==> config.mk <==
export PLATFORM = sky130hd
export DESIGN_NAME = score_text_writer
export DESIGN_NICKNAME = d
export VERILOG_FILES = /design/src/rtl/score_pkg.sv /design/src/rtl/bin2bcd_seq.sv /design/src/rtl/score_text_writer.sv
export SDC_FILE = /design/constraint.sdc
export NUM_CORES = 1
export LEC_CHECK = 0
export ABC_AREA = 1
export ABC_CLOCK_PERIOD_IN_PS = 1600
export CORE_ASPECT_RATIO = 1.5
export CORE_MARGIN = 2
export CORE_UTILIZATION = 52
export CTS_BUF_LIST = sky130_fd_sc_hd__clkbuf_4 sky130_fd_sc_hd__clkbuf_8 sky130_fd_sc_hd__clkbuf_16
export CTS_CLUSTER_SIZE = 16
export DETAILED_ROUTE_END_ITERATION = 8
export DONT_BUFFER_PORTS = 1
export PLACE_DENSITY_LB_ADDON = 0.25
export SLEW_MARGIN = 20
export SYNTH_ARGS = -nofsm -noshare
export SYNTH_HDL_FRONTEND = slang
export SYNTH_SLANG_ARGS = --single-unit
==> constraint.sdc <==
create_clock -name Clk -period 1.6 [get_ports Clk]
set_input_delay 0.08 -clock Clk [delete_from_list [all_inputs] [get_ports Clk]]
set_output_delay 0.08 -clock Clk [all_outputs]
set_load 0.1 [all_outputs]
==> src/rtl/score_pkg.sv <==
// Shared types and constants for the HUD score/lives text writer.
package score_pkg;

  typedef enum logic [2:0] {
    IDLE     = 3'd0,
    CONVERT  = 3'd1,
    WR_DIG   = 3'd2,
    WR_LIVES = 3'd3,
    FINISH   = 3'd4
  } state_e;

  localparam logic [7:0] ASCII_ZERO     = 8'h30;
  localparam logic [7:0] ASCII_BLANK    = 8'h00;
  localparam int         SCORE_MAX      = 9999;
  localparam int         LIVES_MAX      = 9;
  localparam int         SCORE_ADDR_DEF = 7;
  localparam int         LIVES_ADDR_DEF = 32;

  // Double-dabble correction: any BCD digit of 5 or more gets +3 before the shift.
  function automatic logic [15:0] dd_adjust(input logic [15:0] bcd);
    logic [15:0] res;
    res = bcd;
    for (int i = 0; i < 4; i++) begin
      if (res[4*i +: 4] >= 4'd5) begin
        res[4*i +: 4] = res[4*i +: 4] + 4'd3;
      end else begin
        res[4*i +: 4] = res[4*i +: 4];
      end
    end
    return res;
  endfunction

endpackage

==> src/rtl/bin2bcd_seq.sv <==
// Iterative double-dabble: one shift/add-3 step per clock, 4 BCD digits out.
module bin2bcd_seq
  import score_pkg::*;
#(
  parameter int BIN_W = 14
) (
  input  logic             Clk,
  input  logic             Reset_n,
  input  logic             start,
  input  logic [BIN_W-1:0] bin,
  output logic [15:0]      bcd,
  output logic             valid
);

  localparam int CNT_W = $clog2(BIN_W + 1);

  logic [BIN_W-1:0] shift_r;
  logic [15:0]      bcd_r;
  logic [CNT_W-1:0] cnt_r;
  logic             valid_r;
  logic [BIN_W+15:0] load_s;
  logic [BIN_W+15:0] step_s;

  // The start edge already performs the first shift (adjusting an all-zero BCD is a no-op).
  always_comb begin
    load_s = {16'd0, bin} << 1;
    step_s = {dd_adjust(bcd_r), shift_r} << 1;
  end

  // Step counter and shift register; valid pulses once the last step has landed.
  always_ff @(posedge Clk or negedge Reset_n) begin
    if (!Reset_n) begin
      shift_r <= '0;
      bcd_r   <= 16'd0;
      cnt_r   <= '0;
      valid_r <= 1'b0;
    end else if (start) begin
      {bcd_r, shift_r} <= load_s;
      cnt_r            <= CNT_W'(1);
      valid_r          <= 1'b0;
    end else if (cnt_r != '0) begin
      {bcd_r, shift_r} <= step_s;
      if (cnt_r == CNT_W'(BIN_W - 1)) begin
        cnt_r   <= '0;
        valid_r <= 1'b1;
      end else begin
        cnt_r   <= cnt_r + CNT_W'(1);
        valid_r <= 1'b0;
      end
    end else begin
      valid_r <= 1'b0;
    end
  end

  assign bcd   = bcd_r;
  assign valid = valid_r;

endmodule

==> src/rtl/score_text_writer.sv <==
// HUD text RAM writer: clamps score/lives, converts score to BCD, writes 5 ASCII slots.
// Build option SCORE_LEAD_BLANK_EN: leading-zero score digits are written as blanks.
module score_text_writer
  import score_pkg::*;
#(
  parameter int SCORE_W    = 14,
  parameter int DIGITS     = 4,
  parameter int ADDR_W     = 8,
  parameter int SCORE_ADDR = SCORE_ADDR_DEF,
  parameter int LIVES_ADDR = LIVES_ADDR_DEF
) (
  input  logic               Clk,
  input  logic               Reset_n,
  input  logic [SCORE_W-1:0] score_in,
  input  logic [3:0]         lives_in,
  input  logic               update,
  output logic               busy,
  output logic               done,
  output logic               we,
  output logic [ADDR_W-1:0]  write_address,
  output logic [7:0]         data_out
);

  state_e             state_r;
  logic               pending_r;
  logic [2:0]         idx_r;
  logic [3:0]         lives_r;
  logic [SCORE_W-1:0] score_clamp_s;
  logic [3:0]         lives_clamp_s;
  logic               rerun_s;
  logic               start_s;
  logic [15:0]        bcd_s;
  logic               bcd_valid_s;
  logic [2:0]         wr_idx_s;
  logic [3:0]         digit_s;
  logic               lead_blank_s;
  logic [7:0]         digit_byte_s;

  // Input clamping and the conversion start condition (fresh request or queued rerun).
  always_comb begin
    score_clamp_s = (score_in > SCORE_W'(SCORE_MAX)) ? SCORE_W'(SCORE_MAX) : score_in;
    lives_clamp_s = (lives_in > 4'(LIVES_MAX)) ? 4'(LIVES_MAX) : lives_in;
    rerun_s       = pending_r || update;
    start_s       = ((state_r == IDLE) && update) || ((state_r == FINISH) && rerun_s);
    wr_idx_s      = (state_r == CONVERT) ? 3'd0 : idx_r;
  end

  bin2bcd_seq #(.BIN_W(SCORE_W)) u_bin2bcd (
    .Clk     (Clk),
    .Reset_n (Reset_n),
    .start   (start_s),
    .bin     (score_clamp_s),
    .bcd     (bcd_s),
    .valid   (bcd_valid_s)
  );

  // Select the digit being written (MSD first) and form its text byte.
  always_comb begin
    case (wr_idx_s)
      3'd0:    digit_s = bcd_s[15:12];
      3'd1:    digit_s = bcd_s[11:8];
      3'd2:    digit_s = bcd_s[7:4];
      default: digit_s = bcd_s[3:0];
    endcase
`ifdef SCORE_LEAD_BLANK_EN
    case (wr_idx_s)
      3'd0:    lead_blank_s = (bcd_s[15:12] == 4'd0);
      3'd1:    lead_blank_s = (bcd_s[15:8] == 8'd0);
      3'd2:    lead_blank_s = (bcd_s[15:4] == 12'd0);
      default: lead_blank_s = 1'b0;
    endcase
`else
    lead_blank_s = 1'b0;
`endif
    digit_byte_s = lead_blank_s ? ASCII_BLANK : (ASCII_ZERO + {4'd0, digit_s});
  end

  // Control FSM with registered write-port outputs; address/data hold when we is low.
  always_ff @(posedge Clk or negedge Reset_n) begin
    if (!Reset_n) begin
      state_r       <= IDLE;
      pending_r     <= 1'b0;
      idx_r         <= 3'd0;
      lives_r       <= 4'd0;
      busy          <= 1'b0;
      done          <= 1'b0;
      we            <= 1'b0;
      write_address <= '0;
      data_out      <= 8'd0;
    end else begin
      case (state_r)
        IDLE: begin
          we   <= 1'b0;
          done <= 1'b0;
          if (update) begin
            lives_r   <= lives_clamp_s;
            pending_r <= 1'b0;
            busy      <= 1'b1;
            state_r   <= CONVERT;
          end else begin
            busy <= 1'b0;
          end
        end
        CONVERT: begin
          if (update) pending_r <= 1'b1;
          else        pending_r <= pending_r;
          if (bcd_valid_s) begin
            we            <= 1'b1;
            write_address <= ADDR_W'(SCORE_ADDR);
            data_out      <= digit_byte_s;
            idx_r         <= 3'd1;
            state_r       <= WR_DIG;
          end else begin
            we <= 1'b0;
          end
        end
        WR_DIG: begin
          if (update) pending_r <= 1'b1;
          else        pending_r <= pending_r;
          we <= 1'b1;
          if (idx_r == 3'(DIGITS)) begin
            write_address <= ADDR_W'(LIVES_ADDR);
            data_out      <= ASCII_ZERO + {4'd0, lives_r};
            state_r       <= WR_LIVES;
          end else begin
            write_address <= ADDR_W'(SCORE_ADDR) + ADDR_W'(idx_r);
            data_out      <= digit_byte_s;
            idx_r         <= idx_r + 3'd1;
          end
        end
        WR_LIVES: begin
          // busy stays up through FINISH only when a rerun is already queued.
          we        <= 1'b0;
          done      <= 1'b1;
          pending_r <= rerun_s;
          busy      <= rerun_s;
          state_r   <= FINISH;
        end
        FINISH: begin
          we        <= 1'b0;
          done      <= 1'b0;
          pending_r <= 1'b0;
          if (rerun_s) begin
            lives_r <= lives_clamp_s;
            busy    <= 1'b1;
            state_r <= CONVERT;
          end else begin
            busy    <= 1'b0;
            state_r <= IDLE;
          end
        end
        default: begin
          we      <= 1'b0;
          done    <= 1'b0;
          busy    <= 1'b0;
          state_r <= IDLE;
        end
      endcase
    end
  end

endmodule

==> results of run 1 <==
[layout make-up]
| cell class | instances | area, um^2 |
|---|---|---|
| sequential | 58 | 1450 |
| multi-input combinational | 277 | 1570 |
| tap | 74 | 92.6 |
| clock inverter | 4 | 72.6 |
| inverter | 48 | 185 |
| fill | 546 | 2110 |
| clock buffer | 12 | 165 |
| timing repair buffer | 50 | 480 |
[cell families (layout without fill, tap and decap cells)]
group,count (synthesis),count (layout)
simple gates,191,191
flops,58,58
compound gates,61,61
buf+inv,63,114
fa+ha+maj,14,14
other cells,1,5
xor+xnor,6,6
[critical path: cells and delay by family, from the launching register on]
family / cells / cell delay, ns
adder cells (fa/ha/maj): 1 / 0.19
AND/OR/NAND/NOR: 2 / 0.22
AO/OA/AOI/OAI: 2 / 0.36
flip-flops: 1 / 0.42
buffers and inverters: 2 / 0.19
[through the flow]
step / worst slack, ns / utilization (%)
floorplan: 0.113 / -
global placement: 0.0726 / 57.4
detailed placement: -0.0333 / 57.4
CTS: 0.0154 / 64.9
global route: -0.00342 / 65.5
finish: 0.0950 / 65.5
[layer usage]
layer,track usage [%],wire length [um],part of all wire [%],up-vias
met5,0,0,0,-
met4,13.4,222,3.0,0
met3,5.44,256,3.5,17
met2,42.1,3920,54,66
met1,26.9,2880,40,1313
li1,-,-,-,1369
[timing repair]
action                                  CTS  global route
endpoints found under the setup margin    7            22
pin swaps                                 0             1
hold endpoints to repair                 76             0
hold buffers                             20             0
resized for setup                         1            11
setup buffers                             0             1
[power by group through the flow]
stage | registers [mW] | logic (mW) | clock network [mW]
2_1_floorplan | 3.18 | 2.67 | 0
3_3_place_gp | 2.49 | 4.25 | 0
3_5_place_dp | 2.52 | 4.38 | 0
4_1_cts | 2.50 | 4.48 | 1.63
5_1_grt | 2.57 | 5.01 | 1.69
6_report | 2.50 | 4.53 | 1.59
[cell usage in the layout (no fill, tap or decap), types with 3 or more instances in the layout]
cell type      Yosys  routed
conb_1             1       5
nand2_1          102     101
nor2_4             3       3
ha_1              14      12
a21oi_1            6       6
dlygate4sd3_1      0      19
dfrtp_1           58      57
or2_2              5       5
clkbuf_8           0      12
o21ai_0           28      25
o21bai_1           4       4
nand3_1           50      50
o21ai_1            3       6
buf_12             0       3
o211ai_1           3       3
nand2_2            3       4
buf_4              7      27
nor2_1            20      19
o22ai_2           10      10
xor2_1             5       5
inv_1             45      44
[state kept, by name, summed over array words and instances (netlist names)]
signal and count:
busy 1, done 1, lives_r 4, pending_r 1, u_bin2bcd.bcd 16, state_r 3, u_bin2bcd.shift_r 13, we 1
data_out 5, u_bin2bcd.cnt_r 4, u_bin2bcd.valid 1, write_address 5, idx_r 3
[worst paths after layout]
kind | start | to | slack, ns
min in group asynchronous | Reset_n | u_bin2bcd.bcd[9] | 0.27
max in group asynchronous | Reset_n | data_out[4] | 1.06
hold reg to reg | write_address[5] | write_address[5] | 0.48
setup reg to reg | u_bin2bcd.bcd[8] | u_bin2bcd.bcd[10] | 0.09
setup / recovery | u_bin2bcd.bcd[8] | u_bin2bcd.bcd[10] | 0.09
hold / removal | update | state_r[0] | 0.09
==> metrics.txt, run 1 <==
status=finished clean; ANT nets after route=0; maximum VDD drop=0.00113 V; complex-gate fraction of the synthesized area=12.9%; root buffer cell=clkbuf_8; maximum number of pins on one net before global-route repair=59; area delta synth->final=22.7%; post-synth top area share=between 40% and 50%; min-delay worst type=in2reg; antenna violations before repair=0; #FFs+latches synth=between 50 and 60; post-route cell area=0.00402 mm^2; WHS=around 0.088 ns; die area=roughly 0.0070 mm^2; Tot GR Track Use=roughly a quarter; via count=about 2800; CTS tree=done; Yosys cell types=34; clk_lat worst skew=0.34 ns; Reg clk slew, reported paths=0.06 ns; Hold Path Stages=4; static leakage power=~2.1 nW; share of cells above drive strength 1=approximately a fifth; Max Root-Sink Buffers=2; port buffer count=0; sequential area share after synthesis=~44%; vias in the first global route=2943; WP data required=1.81 ns; EDFF count, synth=0; period utilisation layout=a little over nine tenths; FP Rows=35; WL/cell=between 10 and 15 um; combinational fraction of design power=between 50 and 60%; Fmax=approximately 0.66 GHz; CP endpoint kind=register; Vert. Die Dim=101 um; Syn Std Cell Area=0.00328 mm^2; synthesized instance count=394; first-pass GRT wire length=roughly 13000 um; Setup crit start kind=register; Final Max Tran Viols=0; MaxCap Viol Count=0; grt total ovfl=0; Syn. warnings=0; crit-path max FO=4; fin cells=523; die span in x=between 60 and 70 um; core footprint=about 0.0061 mm^2; switching share of power=46.0%; simple-gate share of the synthesized area=a little over a quarter; IO Count=40; Syn Area/Cell=between 8 and 9 um^2; detailed-router iteration count before antenna repair=4; htree depth=3; CTS Buf Count=9; Worst EP arrival=1.72 ns; mux cell area share after synthesis=0%; Ant. Diodes=0; CP dominant cell by count=inv_1; DP Wirelength=5230 um; Starting Density=roughly 53%; Critical-path top delay cell=dfrtp_1; gpl congestion=slightly below 0.8; largest family of logic cells by synthesized area=simple AND/OR/NAND/NOR gates; Placed Cells=~490; adder-cell share of the synthesized area=5.35%; Synth Flop Type=dfrtp_1; synth top area cells=dfrtp_1 44%, nand2_1 12%, nand3_1 7.6%; Commonest cells post-synth=102 x nand2_1, 58 x dfrtp_1, 50 x nand3_1; crit-path cells=inv_1, ha_1, inv_1, nand2_1, nand3_1, o21ai_0, o22ai_2; Post-Route Setup TNS=0 ns; R2R depth=7; cell taking the most area after synthesis=dfrtp_1; Sinks on Clock Net=just under 60; Final Net Count=about 480; Fin. Hold Viols=0; Clk pwr share=about 18%; total routed wirelength=~7300 um; Synth Area in XOR/XNOR=under 10%; Worst Setup Path Type=reg2reg; most frequent cell after synthesis=nand2_1; Clock Skew=about 0.006 ns; dpl cell area=0.00352 mm^2; Total Power Consumption=between 8 and 9 mW; switching power=~4.0 mW; Reg power frac=between 20% and 30%; crit path time final=~1.5 ns; Final setup viols=0; Int Pwr=approximately 4.7 mW; DR iter-0 viols=180; vias per std cell=between 5 and 6; CP peak stage delay=between 0.4 and 0.5 ns; pwr dens=between 2000 and 2500 mW/mm^2; Post-synth ARST share=between 90% and 100%; Residual DRC=0
No activity file was read; power rests on OpenSTA's default activity.
==> run 2: changes to the inputs <==
--- a/config.mk
+++ b/config.mk
@@ -7,13 +7,13 @@
 export LEC_CHECK = 0
 export ABC_AREA = 1
 export ABC_CLOCK_PERIOD_IN_PS = 1600
+export BUFFER_PORTS_ARGS = -buffer_cell sky130_fd_sc_hd__buf_2
 export CORE_ASPECT_RATIO = 1.5
 export CORE_MARGIN = 2
 export CORE_UTILIZATION = 52
 export CTS_BUF_LIST = sky130_fd_sc_hd__clkbuf_4 sky130_fd_sc_hd__clkbuf_8 sky130_fd_sc_hd__clkbuf_16
 export CTS_CLUSTER_SIZE = 16
 export DETAILED_ROUTE_END_ITERATION = 8
-export DONT_BUFFER_PORTS = 1
 export PLACE_DENSITY_LB_ADDON = 0.25
 export SLEW_MARGIN = 20
 export SYNTH_ARGS = -nofsm -noshare
==> metrics.txt, run 2 (synthesis gave the netlist of run 1 again) <==
Reg clk slew, reported paths=approximately 0.07 ns; via count=approximately 2800; ANT nets after route=0; root buffer cell=clkbuf_8; commonest non-fill, non-tap cell in the layout=nand2_1; Sinks on Clock Net=58; commonest non-fill, non-tap cells in the layout=101 x nand2_1, 57 x dfrtp_1, 50 x nand3_1; Total Power Consumption=between 8 and 9 mW; clk_lat worst skew=roughly 0.35 ns; post-route cell area=0.00399 mm^2; Worst Setup Path Type=reg2reg; grt total ovfl=0; Residual DRC=0; maximum number of pins on one net before global-route repair=around 60; Max Root-Sink Buffers=2; Final setup viols=0; DR iter-0 viols=~120; htree depth=3; vias per std cell=5.25; Critical-path top delay cell=dfrtp_1; Ant. Diodes=0; fin util=between 60% and 70%; antenna violations before repair=0; first-pass GRT wire length=around 13000 um; Final Max Tran Viols=0; crit-path max FO=7; total routed wirelength=between 7000 and 8000 um; fin cells=538; Post-Route Setup TNS=0 ns; CP endpoint kind=register; port buffer count=34; RSZ-0062 raised after global routing=false; period utilisation layout=just over 90%; status=finished clean; Clock Skew=0.00764 ns; Placed Cells=about 500; static leakage power=around 2.1 nW; detailed-router iteration count before antenna repair=4; WL/cell=13.9 um; CP peak stage delay=around 0.47 ns; DP Wirelength=between 5000 and 6000 um; die area=~0.007 mm^2; CP dominant cell by count=buf_4; vias in the first global route=between 2000 and 3000; die span in x=around 69 um; share of cells above drive strength 1=23.3%; Vert. Die Dim=just over 100 um; max FFs per register=16; CTS tree=done; gpl congestion=a little under 0.8; Worst EP arrival=1.72 ns; min-delay worst type=in2reg; Tot GR Track Use=24.6%; IO Count=40; Starting Density=53.4%; MaxCap Viol Count=0; Final Net Count=between 400 and 500; dpl cell area=0.00360 mm^2; CTS Buf Count=9; Setup crit start kind=register; pwr dens=~2100 mW/mm^2; crit path time final=between 1 and 1.5 ns; Fin. Hold Viols=0; core footprint=0.00613 mm^2; Fmax=0.674 GHz; area delta synth->final=21.8%; FP Rows=35; maximum VDD drop=0.00108 V; WP data required=1.84 ns; crit-path cells=inv_1, buf_4, nand4_1, nand2_2, buf_4, o22a_1
run 2: cell types whose count changed in the layout (fill, tap and decap cells not counted), sizes merged:
cell	previous run	this run
clkbuf	12	9
inv	48	50
clkinvlp	1	2
dlygate4sd3	19	11
buf	31	54
run 2: path summary, 6_finish.rpt:
kind,startpoint,to,slack (ns),cells past startpoint
setup / recovery,state_r[2],write_address[2],0.12,6
hold / removal,score_in[2],u_bin2bcd.shift_r[3],0.02,5
setup reg to reg,state_r[2],write_address[2],0.12,6
hold reg to reg,done,done,0.47,2
max in group asynchronous,Reset_n,state_r[0],1.05,3
min in group asynchronous,Reset_n,done,0.24,3
run 2: where the power goes:
| part | leakage, nW | switching (mW) | internal (mW) |
|---|---|---|---|
| registers | 0.733 | 0.430 | 2.07 |
| logic | 1.25 | 2.98 | 1.50 |
| clock network | 0.106 | 0.655 | 0.888 |
| total | 2.09 | 4.07 | 4.46 |
run 2: critical path, delay by kind of cell, from the launching register on:
family / cells / cell delay, ns
flip-flops: 1 / 0.47
buffers and inverters: 3 / 0.48
AND/OR/NAND/NOR: 2 / 0.26
AO/OA/AOI/OAI: 1 / 0.15
run 2: final cells by class:
cell class                      instances  area [um^2]
Clock inverter                          7          101
Multi-Input combinational cell        277         1570
Timing Repair Buffer                   65          468
Sequential cell                        58         1450
Tap cell                               74         92.6
Inverter                               48          183
Fill cell                             539         2140
Clock buffer                            9          124
run 2: repair_timing:
item,4_1_cts,5_1_grt
setup buffers,0,3
resized for setup,1,11
hold buffers,11,0
pin swaps,0,2
setup endpoints to repair,1,12
endpoints found under the hold margin,68,0
run 2: metrics by stage:
| stage | hold WS (ns) | setup slack (ns) |
|---|---|---|
| finish | 0.0169 | 0.116 |
| global route | 0.0390 | 0.00297 |
| CTS | 0.00803 | 0.0216 |
| detailed placement | 0.110 | 0.00381 |
| global placement | 0.112 | 0.0725 |
| floorplan | -0.216 | 0.113 |
run 2: layer usage:
layer  wire length [um]  vias up  track usage (%)
li1                   -     1407                -
met1               2990     1328             29.1
met2               3980       69             41.9
met3                292       20             4.78
met4                216        0             11.6
met5                  0        -                0
==> run 3: changes to the inputs <==
--- a/config.mk
+++ b/config.mk
@@ -5,7 +5,7 @@
 export SDC_FILE = /design/constraint.sdc
 export NUM_CORES = 1
 export LEC_CHECK = 0
-export ABC_AREA = 1
+export ABC_AREA = 0
 export ABC_CLOCK_PERIOD_IN_PS = 1600
 export BUFFER_PORTS_ARGS = -buffer_cell sky130_fd_sc_hd__buf_2
 export CORE_ASPECT_RATIO = 1.5
==> metrics.txt, run 3 <==
CP startpoint=u_bin2bcd.bcd[0]; sequential area share after synthesis=between 40% and 50%; #FFs+latches synth=58; WL/cell=15.0 um; htree depth=3; Final setup viols=0; filler instances=482; Post-synth ARST share=100%; core footprint=slightly below 0.006 mm^2; die span in x=a little under 70 um; Starting Density=a little over half; EDFF count, synth=0; Post-Route Setup TNS=0 ns; Clock Skew=0.00904 ns; crit-path cells=inv_2, ha_2, nand2b_1, a21oi_2, mux2_2, o22ai_1; WP data required=1.85 ns; multi-input logic area=between 0.0015 and 0.002 mm^2; first-pass GRT wire length=12000 um; period utilisation layout=96.2%; fin util=around two thirds; Sinks on Clock Net=58; share of cells above drive strength 1=roughly 30%; met3 usage=between 5 and 6%; Commonest cells post-synth=58 x dfrtp_1, 34 x nand2_1, 23 x a21oi_1; total routed wirelength=~7000 um; maximum number of pins on one net before global-route repair=59; Syn Area/Cell=a little under 10 um^2; switching power=3.90 mW; vias in the first global route=between 2000 and 3000; Syn. warnings=0; Worst Setup Path Type=reg2reg; fin cells=approximately 470; Syn Std Cell Area=0.00318 mm^2; maximum VDD drop=between 0.001 and 0.0015 V; M1 GR Usage=27.4%; FP Rows=34; synth top area cells=dfrtp_1 46%, ha_1 5.5%, nand2_1 4.0%; grt total ovfl=0; FF-to-FF End=u_bin2bcd.bcd[2]; Post-Place Worst Slack=-0.0199 ns; layer with the highest usage=met2; Fin. Hold Viols=0; port buffer count=34; via count=2647; post-synth top area share=a little under half; CTS tree=done; combinational fraction of design power=a little over half; Hold Path Stages=2; commonest non-fill, non-tap cell in the layout=dfrtp_1; Placed Cells=around 440; DP Wirelength=5000 um; Final Max Tran Viols=0; Total Power Consumption=8.45 mW; crit path to=u_bin2bcd.bcd[2]; MaxCap Viol Count=0; root buffer cell=clkbuf_8; min-delay worst type=in2reg; gpl congestion=0.810; IO Count=40; final worst slack=a little over 0.06 ns; Ant. Diodes=0; DR iter-0 viols=112; crit path time final=1.54 ns; Int Pwr=4.55 mW; commonest non-fill, non-tap cells in the layout=56 x dfrtp_1, 34 x buf_2, 32 x nand2_1; CTS Buf Count=9; area delta synth->final=24.2%; Vert. Die Dim=99.7 um; met2 GRT Util=approximately two fifths; Reg clk slew, reported paths=roughly 0.070 ns; CP peak stage delay=~0.44 ns; Synth Flop Type=dfrtp_1; Reg area=0.00145 mm^2; antenna violations before repair=0; static leakage power=about 1.8 nW; vias per std cell=~5.6; Critical-path top delay cell=dfrtp_2; cell taking the most area after synthesis=dfrtp_1; Worst R2R Setup Slack=~0.061 ns; Clk pwr share=between 10% and 20%; Residual DRC=0; synthesized instance count=330; status=finished clean; detailed-router iteration count before antenna repair=4; most frequent cell after synthesis=dfrtp_1; max FFs per register=16; Final Net Count=427; Setup crit start kind=register; Tot GR Track Use=between 20% and 30%; die area=slightly below 0.007 mm^2; switching share of power=between 40 and 50%; CP endpoint kind=register; R2R depth=6; Max Root-Sink Buffers=2; Fmax=roughly 0.65 GHz; Reg power frac=a little under a third; pwr dens=~2100 mW/mm^2; clk_lat worst skew=between 0.3 and 0.4 ns; crit-path max FO=4; Reg-to-Reg Start=u_bin2bcd.bcd[0]; Yosys cell types=51; ANT nets after route=0; Worst EP arrival=approximately 1.8 ns
[run 3: cell types whose count changed in the layout (fill, tap and decap cells not counted), sizes merged, moves of 10 or more]
cell   before  now
o21ai      32   19
mux2i       0   10
a21oi       6   23
nand2     107   34
inv        50   22
nand3      52   10
[run 3: worst min path at each step]
| stage | from | to | slack [ns] |
|---|---|---|---|
| 6_report | score_in[0] | u_bin2bcd.shift_r[1] | 0.01 |
| 5_1_grt | score_in[8] | u_bin2bcd.shift_r[9] | 0.006 |
| 4_1_cts | score_in[8] | u_bin2bcd.shift_r[9] | 0.005 |
| 3_5_place_dp | Reset_n | write_address[3] | 0.11 |
| 3_3_place_gp | Reset_n | write_address[3] | 0.11 |
| 2_1_floorplan | Reset_n | busy | -0.22 |
[run 3: kinds of logic after synthesis]
logic type	count (synthesis)	synth area share [%]
and+or+nand+nor	97	15.8
xor gates and xnor gates	7	1.93
DFF	58	45.7
AOI/OAI and AO/OA	93	19.4
muxes	15	4.92
adders and majority gates	14	5.51
buffers and inverters	45	6.66
other	1	0.118
[run 3: power groups by stage]
| stage | sequential, mW | combinational, mW | clock [mW] |
|---|---|---|---|
| final | 2.62 | 4.57 | 1.26 |
| after global routing | 2.71 | 5.01 | 1.36 |
| after CTS | 2.62 | 4.49 | 1.29 |
| after detailed placement | 2.63 | 4.42 | 0 |
| after global placement | 2.61 | 4.31 | 0 |
| after floorplan | 3.49 | 2.46 | 0 |
[run 3: what timing repair did]
action | in CTS | in global routing
pin swaps | 0 | 3
gates resized for setup | 5 | 17
hold buffers | 9 | 0
buffers inserted | 0 | 2
setup endpoints to repair | 2 | 19
cloned | 0 | 0
hold endpoints to repair | 66 | 0
[run 3: area by class of cell]
cell class | instances | share of cell area, %
repair buffers | 70 | 12.7
inverters | 22 | 2.16
clock buffers | 12 | 4.19
flip-flops and latches | 58 | 36.8
well taps | 72 | 2.28
multi-input cells | 231 | 41.2
clock inverters | 4 | 0.634
[run 3: through the flow]
step	hold slack (ns)	instance area [um^2]
after floorplan	-0.216	3250
after global placement	0.110	3600
after detailed placement	0.109	3600
after CTS	0.00470	3890
after global routing	0.00556	3950
final	0.0137	3950
[run 3: critical path: cells and delay by family (launching register included)]
kind | cells | cell delay [ns]
adders and majority gates | 1 | 0.20
and+or+nand+nor | 1 | 0.09
AOI/OAI and AO/OA | 2 | 0.29
DFF | 1 | 0.44
buffers and inverters | 1 | 0.09
muxes | 1 | 0.35
[run 3: metal layers]
layer,vias up,routed length (um)
li1,1293,-
met1,1284,2830
met2,50,3810
met3,20,191
met4,0,209
met5,-,0
